File: src/rtl/dm_pkg.sv
//==============================================================================
// dm_pkg -- shared types and defaults for the data-memory access controller
// Revision: 1.0
//==============================================================================
`default_nettype none

package dm_pkg;

  localparam int C_ADDR_W = 8;
  localparam int C_DATA_W = 8;
  localparam int C_CNT_W  = 8;

  typedef enum logic [1:0] {
    ST_IDLE = 2'd0,
    ST_WR   = 2'd1,
    ST_RD   = 2'd2,
    ST_RSP  = 2'd3
  } dm_state_t;

endpackage

`default_nettype wire

File: src/rtl/dm_access_ctrl.sv
//==============================================================================
// dm_access_ctrl -- single-outstanding load/store sequencer for Data_memory
// Revision: 1.0
//==============================================================================
`default_nettype none

module dm_access_ctrl
  import dm_pkg::*;
#(
  parameter int ADDR_W = C_ADDR_W,
  parameter int DATA_W = C_DATA_W
) (
  input  logic              clk,
  input  logic              rst_n,
  input  logic              req_valid,
  output logic              req_ready,
  input  logic              req_we,
  input  logic [ADDR_W-1:0] req_addr,
  input  logic [DATA_W-1:0] req_wdata,
  output logic              rsp_valid,
  input  logic              rsp_ready,
  output logic [DATA_W-1:0] rsp_data,
  output logic [ADDR_W-1:0] dm_addr,
  output logic [DATA_W-1:0] dm_wdata,
  output logic              dm_we,
  input  logic [DATA_W-1:0] dm_rdata,
  output logic [C_CNT_W-1:0] ld_cnt,
  output logic [C_CNT_W-1:0] st_cnt
);

  dm_state_t           r_state;
  dm_state_t           w_state_nxt;
  logic                w_req_ready;
  logic                w_rsp_valid;
  logic                w_dm_we;
  logic                w_accept;
  logic [ADDR_W-1:0]   r_addr;
  logic [DATA_W-1:0]   r_wdata;
  logic [DATA_W-1:0]   r_rsp_data;
  logic [C_CNT_W-1:0]  r_ld_cnt;
  logic [C_CNT_W-1:0]  r_st_cnt;

  always_ff @(posedge clk or negedge rst_n) begin
    if (!rst_n) begin
      r_state <= ST_IDLE;
    end else begin
      r_state <= w_state_nxt;
    end
  end

  // dm_we/rsp_valid decode straight from the state register, so an async
  // reset pulls them low in the same cycle it is asserted.
  always_comb begin
    w_state_nxt = r_state;
    w_req_ready = 1'b0;
    w_rsp_valid = 1'b0;
    w_dm_we     = 1'b0;
    case (r_state)
      ST_IDLE: begin
        w_req_ready = rst_n;
        if (req_valid && rst_n) begin
          w_state_nxt = req_we ? ST_WR : ST_RD;
        end
      end
      ST_WR: begin
        w_dm_we     = 1'b1;
        w_state_nxt = ST_IDLE;
      end
      ST_RD: begin
        w_state_nxt = ST_RSP;
      end
      ST_RSP: begin
        w_rsp_valid = 1'b1;
        if (rsp_ready) begin
          w_state_nxt = ST_IDLE;
        end
      end
      default: begin
        w_state_nxt = ST_IDLE;
      end
    endcase
  end

  assign w_accept = req_valid & w_req_ready;

  always_ff @(posedge clk or negedge rst_n) begin
    if (!rst_n) begin
      r_addr     <= '0;
      r_wdata    <= '0;
      r_rsp_data <= '0;
      r_ld_cnt   <= '0;
      r_st_cnt   <= '0;
    end else begin
      if (w_accept) begin
        r_addr  <= req_addr;
        r_wdata <= req_wdata;
      end
      // Memory read data is valid by the end of the RD cycle.
      if (r_state == ST_RD) begin
        r_rsp_data <= dm_rdata;
      end
      if (r_state == ST_WR) begin
        r_st_cnt <= r_st_cnt + 8'd1;
      end
      if ((r_state == ST_RSP) && rsp_ready) begin
        r_ld_cnt <= r_ld_cnt + 8'd1;
      end
    end
  end

  assign req_ready = w_req_ready;
  assign rsp_valid = w_rsp_valid;
  assign rsp_data  = r_rsp_data;
  assign dm_addr   = r_addr;
  assign dm_wdata  = r_wdata;
  assign dm_we     = w_dm_we;
  assign ld_cnt    = r_ld_cnt;
  assign st_cnt    = r_st_cnt;

endmodule

`default_nettype wire

File: config.mk
export PLATFORM = sky130hd
export DESIGN_NAME = dm_access_ctrl
export DESIGN_NICKNAME = d
export VERILOG_FILES = /design/src/rtl/dm_pkg.sv /design/src/rtl/dm_access_ctrl.sv
export SDC_FILE = /design/constraint.sdc
export NUM_CORES = 1
export LEC_CHECK = 0
export BUFFER_PORTS_ARGS = -buffer_cell sky130_fd_sc_hd__buf_2
export CAP_MARGIN = 10
export CORE_ASPECT_RATIO = 0.9
export CORE_MARGIN = 2
export CORE_UTILIZATION = 35
export CTS_BUF_LIST = sky130_fd_sc_hd__clkbuf_4
export CTS_CLUSTER_DIAMETER = 200
export DETAILED_ROUTE_END_ITERATION = 6
export PLACE_DENSITY = 0.67
export REMOVE_ABC_BUFFERS = 1
export SYNTH_ARGS = -nofsm -noshare
export SYNTH_HDL_FRONTEND = slang
export SYNTH_SLANG_ARGS = --single-unit
export TNS_END_PERCENT = 1
File: constraint.sdc
create_clock -name clk -period 1.7 [get_ports clk]
set_clock_uncertainty 0.1 [all_clocks]
set_input_delay 0.34 -clock clk [delete_from_list [all_inputs] [get_ports clk]]
set_output_delay 0.34 -clock clk [all_outputs]
set_load 0.02 [all_outputs]
---- Word level (Yosys, flattened, before mapping) ----
Cells that the tools add are included.
word-level totals
  flip-flop bits (word level) ............. 42
  bits in latches ......................... 0
  RAM bits ................................ 0
  bits in read-only memories .............. 0
  input port bits ......................... 29
  output and inout bits ................... 43
  word-level logic and storage cells ...... 25
  memories ................................ 0
cells by class
  $add $sub $neg .......................... 2
  multipliers ............................. 0
  divide/modulo/power cells ............... 0
  $lt $le $gt $ge ......................... 0
  equality and inequality tests ........... 5
  shift-type cells ........................ 0
  muxes and demuxes ....................... 7
  bitwise operators ....................... 1
  reduce and logical (&&, ||, !) cells .... 4
operator list
  cell                                                                   number
  8-bit by 1-bit adder with 8-bit output, second input constant          2
  2-bit case mux with 4 select lines                                     1
  2-bit two-way mux                                                      3
  2-bit equality test, second input constant                             2
  2-bit != test, second input constant                                   2
  1-bit two-way mux                                                      3
  2-bit by 1-bit equality test with 1-bit output, second input constant  1
  1-bit logical AND                                                      2
  2-bit zero test                                                        1
  2-bit AND reduction                                                    1
  1-bit bitwise AND                                                      1

---- Depth between registers and ports, before layout ----
Gate-level depths: netlist of the first run.
  depth in word-level cells ............... 3
  mapped depth ............................ 5

---- Worst setup path before layout of the first run ----
OpenSTA, ideal clock, no wires.
  kind .................................... reg2reg
  start ................................... register r_state[1]
  end ..................................... register r_st_cnt[1] (netlist: st_cnt[1])
  library setup time ...................... 125 ps
  arrival time ............................ 1340 ps
  required time ........................... 1475 ps
  slack ................................... 135 ps
  cell stages (with the launch flop) ...... 5
  period minus slack after synthesis ...... 1565 ps
  path through ............................ dfrtp_1 > buf_4 > nor2b_1 > clkbuf_1 > mux2_2
between the ends
  word-level cells in the longest chain between the ends .. 1
RTL lines
  what                                            RTL line               source
  start: declaration                              dm_access_ctrl.sv:31   dm_state_t r_state;
  start signal: assignment                        dm_access_ctrl.sv:47   r_state <= w_state_nxt;
  2-bit by 1-bit equality test with 1-bit output  dm_access_ctrl.sv:102  if (r_state == ST_WR) begin
  end signal: assignment                          dm_access_ctrl.sv:103  r_st_cnt <= r_st_cnt + 8'd1;
  end: declaration                                dm_access_ctrl.sv:41   logic [C_CNT_W-1:0] r_st_cnt;
Every way passes these cells.
A chain may end at the register's enable or synchronous reset.

---- Worst setup path in the final report of the first run ----
  start ................................... register r_state[1]
  end ..................................... output req_ready
between the ends
  word-level cells in the longest chain between the ends .. 2
RTL lines
  what               RTL line              source
  2-bit zero test    dm_access_ctrl.sv:58  case (r_state)
  1-bit two-way mux  dm_access_ctrl.sv:58
  end: declaration   dm_access_ctrl.sv:16  output logic req_ready,
Every way passes these cells.

==> results of run 1 <==
## how the worst max path moves through the flow
stage | cells past startpoint | from | end | slack (ns)
global placement | 3 | r_state[1] | rsp_data[6] | 0.23
detailed placement | 3 | r_state[1] | rsp_data[6] | 0.19
CTS | 2 | r_state[0] | req_ready | 0.04
finish | 2 | r_state[1] | req_ready | 0.05
floorplan | 2 | r_state[0] | st_cnt[1] | 0.07
global route | 2 | r_state[1] | req_ready | -0.02
## report_power, final
group	switching [mW]	internal, mW	total (mW)	leakage, nW
logic	1.05	0.874	1.93	0.586
clock network	0.314	0.305	0.619	0.0450
registers	0.311	1.43	1.74	0.515
## metal layers
metal	part of all wire [%]	GRT usage, %	wire, microns	vias to the layer above
li1	-	-	-	594
met1	47	18.11	1563	582
met2	42	18.58	1407	58
met3	9.7	3.827	321	5
met4	0.90	4.094	30	0
met5	0	0	0	-
## what timing repair did
| action | in CTS | in global routing |
|---|---|---|
| buffers inserted | 4 | 0 |
| resized for setup | 3 | 1 |
| endpoints found under the hold margin | 42 | 0 |
| setup endpoints to repair | 3 | 1 |
| hold buffers | 1 | 0 |
| pin swaps | 0 | 0 |
## cell type report
type	instances	area share [%]
clock buffer	5	1.631
clock inverter	3	1.740
multi-input combinational	75	27.84
sequential	42	45.79
tap	65	3.535
timing repair buffer	81	19.47
## per-stage QoR
step / cell area, sq um / total power [mW] / worst slack [ns] / util (%)
6_report: 2301 / 4.286 / 0.04771 / 47.89
5_1_grt: 2301 / 4.587 / -0.02363 / 47.89
4_1_cts: 2298 / 4.340 / 0.03832 / 47.84
3_5_place_dp: 2173 / 3.626 / 0.1930 / 45.23
3_3_place_gp: 2173 / 3.574 / 0.2314 / 45.23
2_1_floorplan: 1687 / 2.928 / 0.07217 / -
## sequential cells by signal, summed over array words and instances (netlist names)
register and count:
rsp_data 8, ld_cnt 8, r_state 2, dm_wdata 8
dm_addr 8, st_cnt 8
## worst register-to-register path: cells and delay by family (launching register included)
family | cells | cell delay (ns)
mux | 1 | 0.35
flops | 1 | 0.47
buf+inv | 2 | 0.33
simple gates | 1 | 0.18
## cells by family (layout without fill, tap and decap cells)
logic type      Yosys count  in the layout  share of synthesized area [%]
xor+xnor                 14             14                          7.106
simple gates             30             30                          10.44
flops                    42             42                          60.91
buf+inv                   5             89                          2.248
mux                      25             25                          16.32
compound gates            4              4                          1.523
fa+ha+maj                 2              2                          1.450
## placed cells by master, fill, tap and decap left out
cell,n
nor3_1,2
nand2b_1,1
nor3_4,1
nand4_1,7
nor3b_2,1
nand2_1,8
and3_1,3
a31oi_1,1
and2_1,1
o21ai_0,2
xnor2_1,10
mux2_2,25
dfrtp_2,2
o21ba_2,1
dfrtp_1,40
buf_4,9
buf_12,1
bufinv_16,1
dlygate4sd3_1,1
buf_2,70
ha_1,2
nor2b_1,2
clkinv_2,2
nor2_1,1
clkbuf_4,5
nand3_2,1
and4b_1,1
nand3_1,1
xor2_1,4
==> key figures, run 1 <==
Outcome
  – Status: finished clean

Logic synthesis
  – Top cells by count, synth: 42 x dfrtp_1, 25 x mux2_2, 10 x xnor2_1, 8 x nand2_1, 7 x nand4_1
  – #FFs+latches synth: 42
  – YS warnings: 0
  – Async S/R FF share, synth: 100.0%
  – Sequential share of the synthesized area: between 60% and 70%
  – Avg Cell Area, Syn: approximately 14 sq um
  – Count of different cell masters after synthesis: 25
  – Share of the synthesized area in the top cell type: 60.91%
  – Synth Flop Type: dfrtp_1
  – Area of the mapped netlist: 1725 sq um
  – Leading area contributor after synthesis: dfrtp_1
  – Most common cell in the netlist: dfrtp_1
  – Post-Syn Instances: approximately 120
  – Synth area leaders: dfrtp_1 61%, mux2_2 16%, xnor2_1 5.1%
  – Number of synthesized flops with an enable pin: 0

Min path
  – Hold EP: rsp_data[3]
  – Worst Hold Class: in -> reg
  – Hold Path Stages: 2
  – Worst Hold Launch: dm_rdata[3]

STA
  – Slew headroom: about four fifths
  – Period minus WS final: between 1.5 and 2 ns
  – Unrepaired setup endpoints after global routing: yes
  – Hold Fails Final Rpt: 0
  – Worst slew pin tran: 0.2735 ns
  – TNS Setup: 0 ns
  – Final Max Slew Viols: 0
  – Fmax: 605.2 MHz
  – Period utilization: 97.19%
  – WHS: 0.1180 ns
  – Final setup violation count: 0

Setup path
  – Worst Path Max Fanout: 7
  – Worst Setup Start Kind: flop
  – Reg2reg start: r_state[1]
  – Crit path kind: reg -> out
  – Crit-path leading delay family: flip-flops
  – Critical Path AT: roughly 1.2 ns
  – Worst path bufs/invs: 1
  – RR Endpoint: dm_addr[3]
  – Critical-path cell list: nor3b_2 > buf_4
  – Largest stage delay, worst path: 0.47 ns
  – Worst path required time: 1.26 ns
  – Crit end category: primary output
  – R2R setup slack: ~0.14 ns
  – Slowest-stage cell, CP: dfrtp_2
  – Depth of the most critical reg-to-reg path: 4

Power and ir drop
  – Worst IR drop on VDD: ~1.1 mV
  – P per Cell Area: 1863 nW/um^2
  – Pleak: approximately 1.1 nW

Floorplan
  – Number of top-level pins: 72
  – Initial Util: a little over a third
  – Row Count: 24
  – Die Y: 70.61 microns
  – Full die area: about 5500 sq um
  – Core footprint: around 4800 sq um
  – Die Wd: 78.01 microns

Global routing
  – First-pass GRT wire length: approximately 5500 microns
  – Gr usage total: between 10% and 20%
  – Largest net degree at the start of global routing: 23
  – Number of global-route vias before repair: around 1200
  – Grt ovf: 0
  – Antenna violations before repair: 0

Final layout
  – Nets: about 240
  – Ratio of cells with drive above 1 in the final layout: between 50 and 60%
  – Final-layout fill cell count: between 400 and 500
  – Final Non-Filler Cells: 271
  – Antenna Cells: 0
  – Sequential standard cell area: 1054 sq um
  – Area of the multi-input gates: 640.6 sq um
  – Area Overhead vs Synth: 33.36%

CTS
  – Worst-Skew Late Latency: ~0.34 ns
  – Clock slew at reported path FFs: 0.12 ns
  – CTS Sinks: 42
  – Clk root buf: clkbuf_4
  – CTS H-tree lvls: 2
  – CTS tree: yes
  – CTS buffer count: 5
  – Clock Path Buffers: 2

Drt
  – Per-cell routed wire length: roughly 12 microns
  – Via count: about 1200
  – DRC violations left: 0
  – Post-route ant nets: 0
  – Vias per cell: roughly 4.6
  – 1st-pass router iterations: 4
  – DR iter-0 viols: 32
  – Final WL: 3323 microns

Place
  – Dpl cells: 258
  – Port Buffers: slightly above 70
  – RePlAce Congestion: 0.6999
  – Post-DP HPWL: 2472 microns

Flow run
  – Max_cap viols: 0
Power figures use the tool's default switching activity.
==> run 2: changes to the inputs <==
--- a/config.mk
+++ b/config.mk
@@ -14,7 +14,6 @@
 export CTS_CLUSTER_DIAMETER = 200
 export DETAILED_ROUTE_END_ITERATION = 6
 export PLACE_DENSITY = 0.67
-export REMOVE_ABC_BUFFERS = 1
 export SYNTH_ARGS = -nofsm -noshare
 export SYNTH_HDL_FRONTEND = slang
 export SYNTH_SLANG_ARGS = --single-unit
==> key figures, run 2 (synthesized netlist as in run 1, its figures left out) <==
Setup path
  – Worst path required time: between 1 and 1.5 ns
  – Reg2reg start: r_state[0]
  – Worst Path Max Fanout: 6
  – RR Endpoint: dm_wdata[4]
  – Crit end category: primary output
  – Worst Setup Start Kind: flop
  – Crit path from: r_state[0]
  – Critical Path AT: roughly 1.3 ns
  – Slowest-stage cell, CP: dfrtp_2
  – Critical-path cell list: buf_6 > nor3b_4 > buf_6
  – Worst setup path end: req_ready
  – Most frequent CP cell: buf_6
  – Crit path kind: reg -> out
  – R2R setup slack: 0.06 ns
  – Depth of the most critical reg-to-reg path: 5
  – Largest stage delay, worst path: between 0.4 and 0.5 ns

Drt
  – Vias per cell: 4.600
  – Final WL: between 3000 and 4000 microns
  – Post-route ant nets: 0
  – Via count: around 1200
  – DR iter-0 viols: 27
  – Per-cell routed wire length: approximately 12 microns
  – DRC violations left: 0
  – 1st-pass router iterations: 4

Final layout
  – Most common cell after layout, fill and taps aside: buf_2
  – Final instance area: around 2300 sq um
  – Area Overhead vs Synth: 32.85%
  – Nets: 237
  – Antenna Cells: 0
  – Commonest non-fill, non-tap cells in the layout: 70 x buf_2, 40 x dfrtp_1, 25 x mux2_2, 10 x xnor2_1, 8 x nand2_1
  – Ratio of cells with drive above 1 in the final layout: roughly 58%
  – Final Non-Filler Cells: between 200 and 300

STA
  – Final setup violation count: 1
  – Final Max Slew Viols: 0
  – Worst slew pin tran: between 0.2 and 0.3 ns
  – Hold Fails Final Rpt: 0
  – Worst setup margin: -0.01454 ns
  – WHS: ~0.13 ns
  – Period minus WS final: between 1.5 and 2 ns
  – TNS Setup: -0.01454 ns
  – Slew headroom: between 80 and 90%
  – Fmax: 583.2 MHz
  – Period utilization: 100.9%
  – Unrepaired setup endpoints after global routing: yes

Global routing
  – First-pass GRT wire length: approximately 5500 microns
  – Gr usage total: approximately 13%
  – Number of global-route vias before repair: about 1200
  – Largest net degree at the start of global routing: 23
  – Grt ovf: 0
  – Antenna violations before repair: 0

Power and ir drop
  – Internal power: around 2.5 mW
  – Worst IR drop on VDD: around 0.83 mV
  – Clock power share: between 10% and 20%
  – P per Cell Area: around 1800 nW/um^2
  – Pleak: around 1.1 nW
  – Sequential Power Share: a little over two fifths
  – Logic gate share of total power: roughly half
  – Switching share of power: ~40%
  – P_sw: between 1.5 and 2 mW

Place
  – RePlAce Congestion: 0.6838
  – Dpl cells: between 200 and 300
  – Port Buffers: between 70 and 80
  – Placed instance area: 2181 sq um
  – Post-DP HPWL: 2469 microns
  – Dpl ws: 0.1318 ns

Floorplan
  – Die Wd: approximately 78 microns
  – Core footprint: between 4000 and 5000 sq um
  – Number of top-level pins: just over 70
  – Row Count: 24
  – Initial Util: 35.91%
  – Full die area: between 5000 and 6000 sq um
  – Die Y: 70.61 microns

CTS
  – Clock slew at reported path FFs: around 0.11 ns
  – Clk root buf: clkbuf_4
  – CTS H-tree lvls: 2
  – Worst-Skew Late Latency: between 0.3 and 0.4 ns
  – CTS tree: yes
  – CTS buffer count: 5
  – CTS Sinks: 42
  – Clock Path Buffers: 2

Outcome
  – Violations in the final reports: setup timing
  – Status: finished with violations

Logic synthesis
  – Syn_nets: roughly 150

Min path
  – Worst Hold Class: in -> reg

Flow run
  – Max_cap viols: 0
-- run 2: final cells by class --
type	count	area [sq um]
Clock buffer	5	37.54
Multi-Input combinational cell	75	649.4
Clock inverter	1	3.754
Sequential cell	42	1054
Tap cell	65	81.33
Fill cell	473	2512
Timing Repair Buffer	82	466.7
-- run 2: routing by layer --
metal	GRT usage [%]	wire length (microns)
met3	4.209	264
met4	4.678	38
met1	17.60	1519
met5	0	0
met2	19.16	1477
-- run 2: worst min-delay path by stage --
stage	start	slack (ns)	cells past startpoint	to
detailed placement	rst_n	0.27	2	rsp_data[0]
CTS	dm_rdata[3]	0.10	2	rsp_data[3]
floorplan	rst_n	-0.06	0	dm_addr[0]
finish	dm_rdata[3]	0.13	2	rsp_data[3]
global placement	rst_n	0.26	2	rsp_data[6]
global route	req_wdata[5]	0.1	2	dm_wdata[5]
-- run 2: critical path: cells and delay by family, from the launching register on --
family                 cells  cell delay [ns]
buffers and inverters      2             0.29
AND/OR/NAND/NOR            1             0.20
flip-flops                 1             0.45
-- run 2: power by group through the flow --
stage / clock network (mW) / logic (mW) / registers [mW]
after global routing: 0.495 / 2.14 / 1.80
after CTS: 0.456 / 2.02 / 1.74
after floorplan: 0 / 0.786 / 2.21
after global placement: 0 / 1.85 / 1.76
after detailed placement: 0 / 1.87 / 1.77
final: 0.425 / 2.00 / 1.72
-- run 2: through the flow --
step                utilization [%]  power, mW
floorplan                         -      2.998
global placement              45.39      3.605
detailed placement            45.39      3.640
CTS                           47.71      4.212
global route                  47.71      4.436
finish                        47.71      4.144
-- run 2: repair_timing --
item                                    in CTS  in global routing
endpoints found under the hold margin       42                  0
endpoints found under the setup margin       3                  3
hold buffers                                 1                  0
buffers inserted                             4                  0
pin swaps                                    1                  0
resized for setup                            9                  0
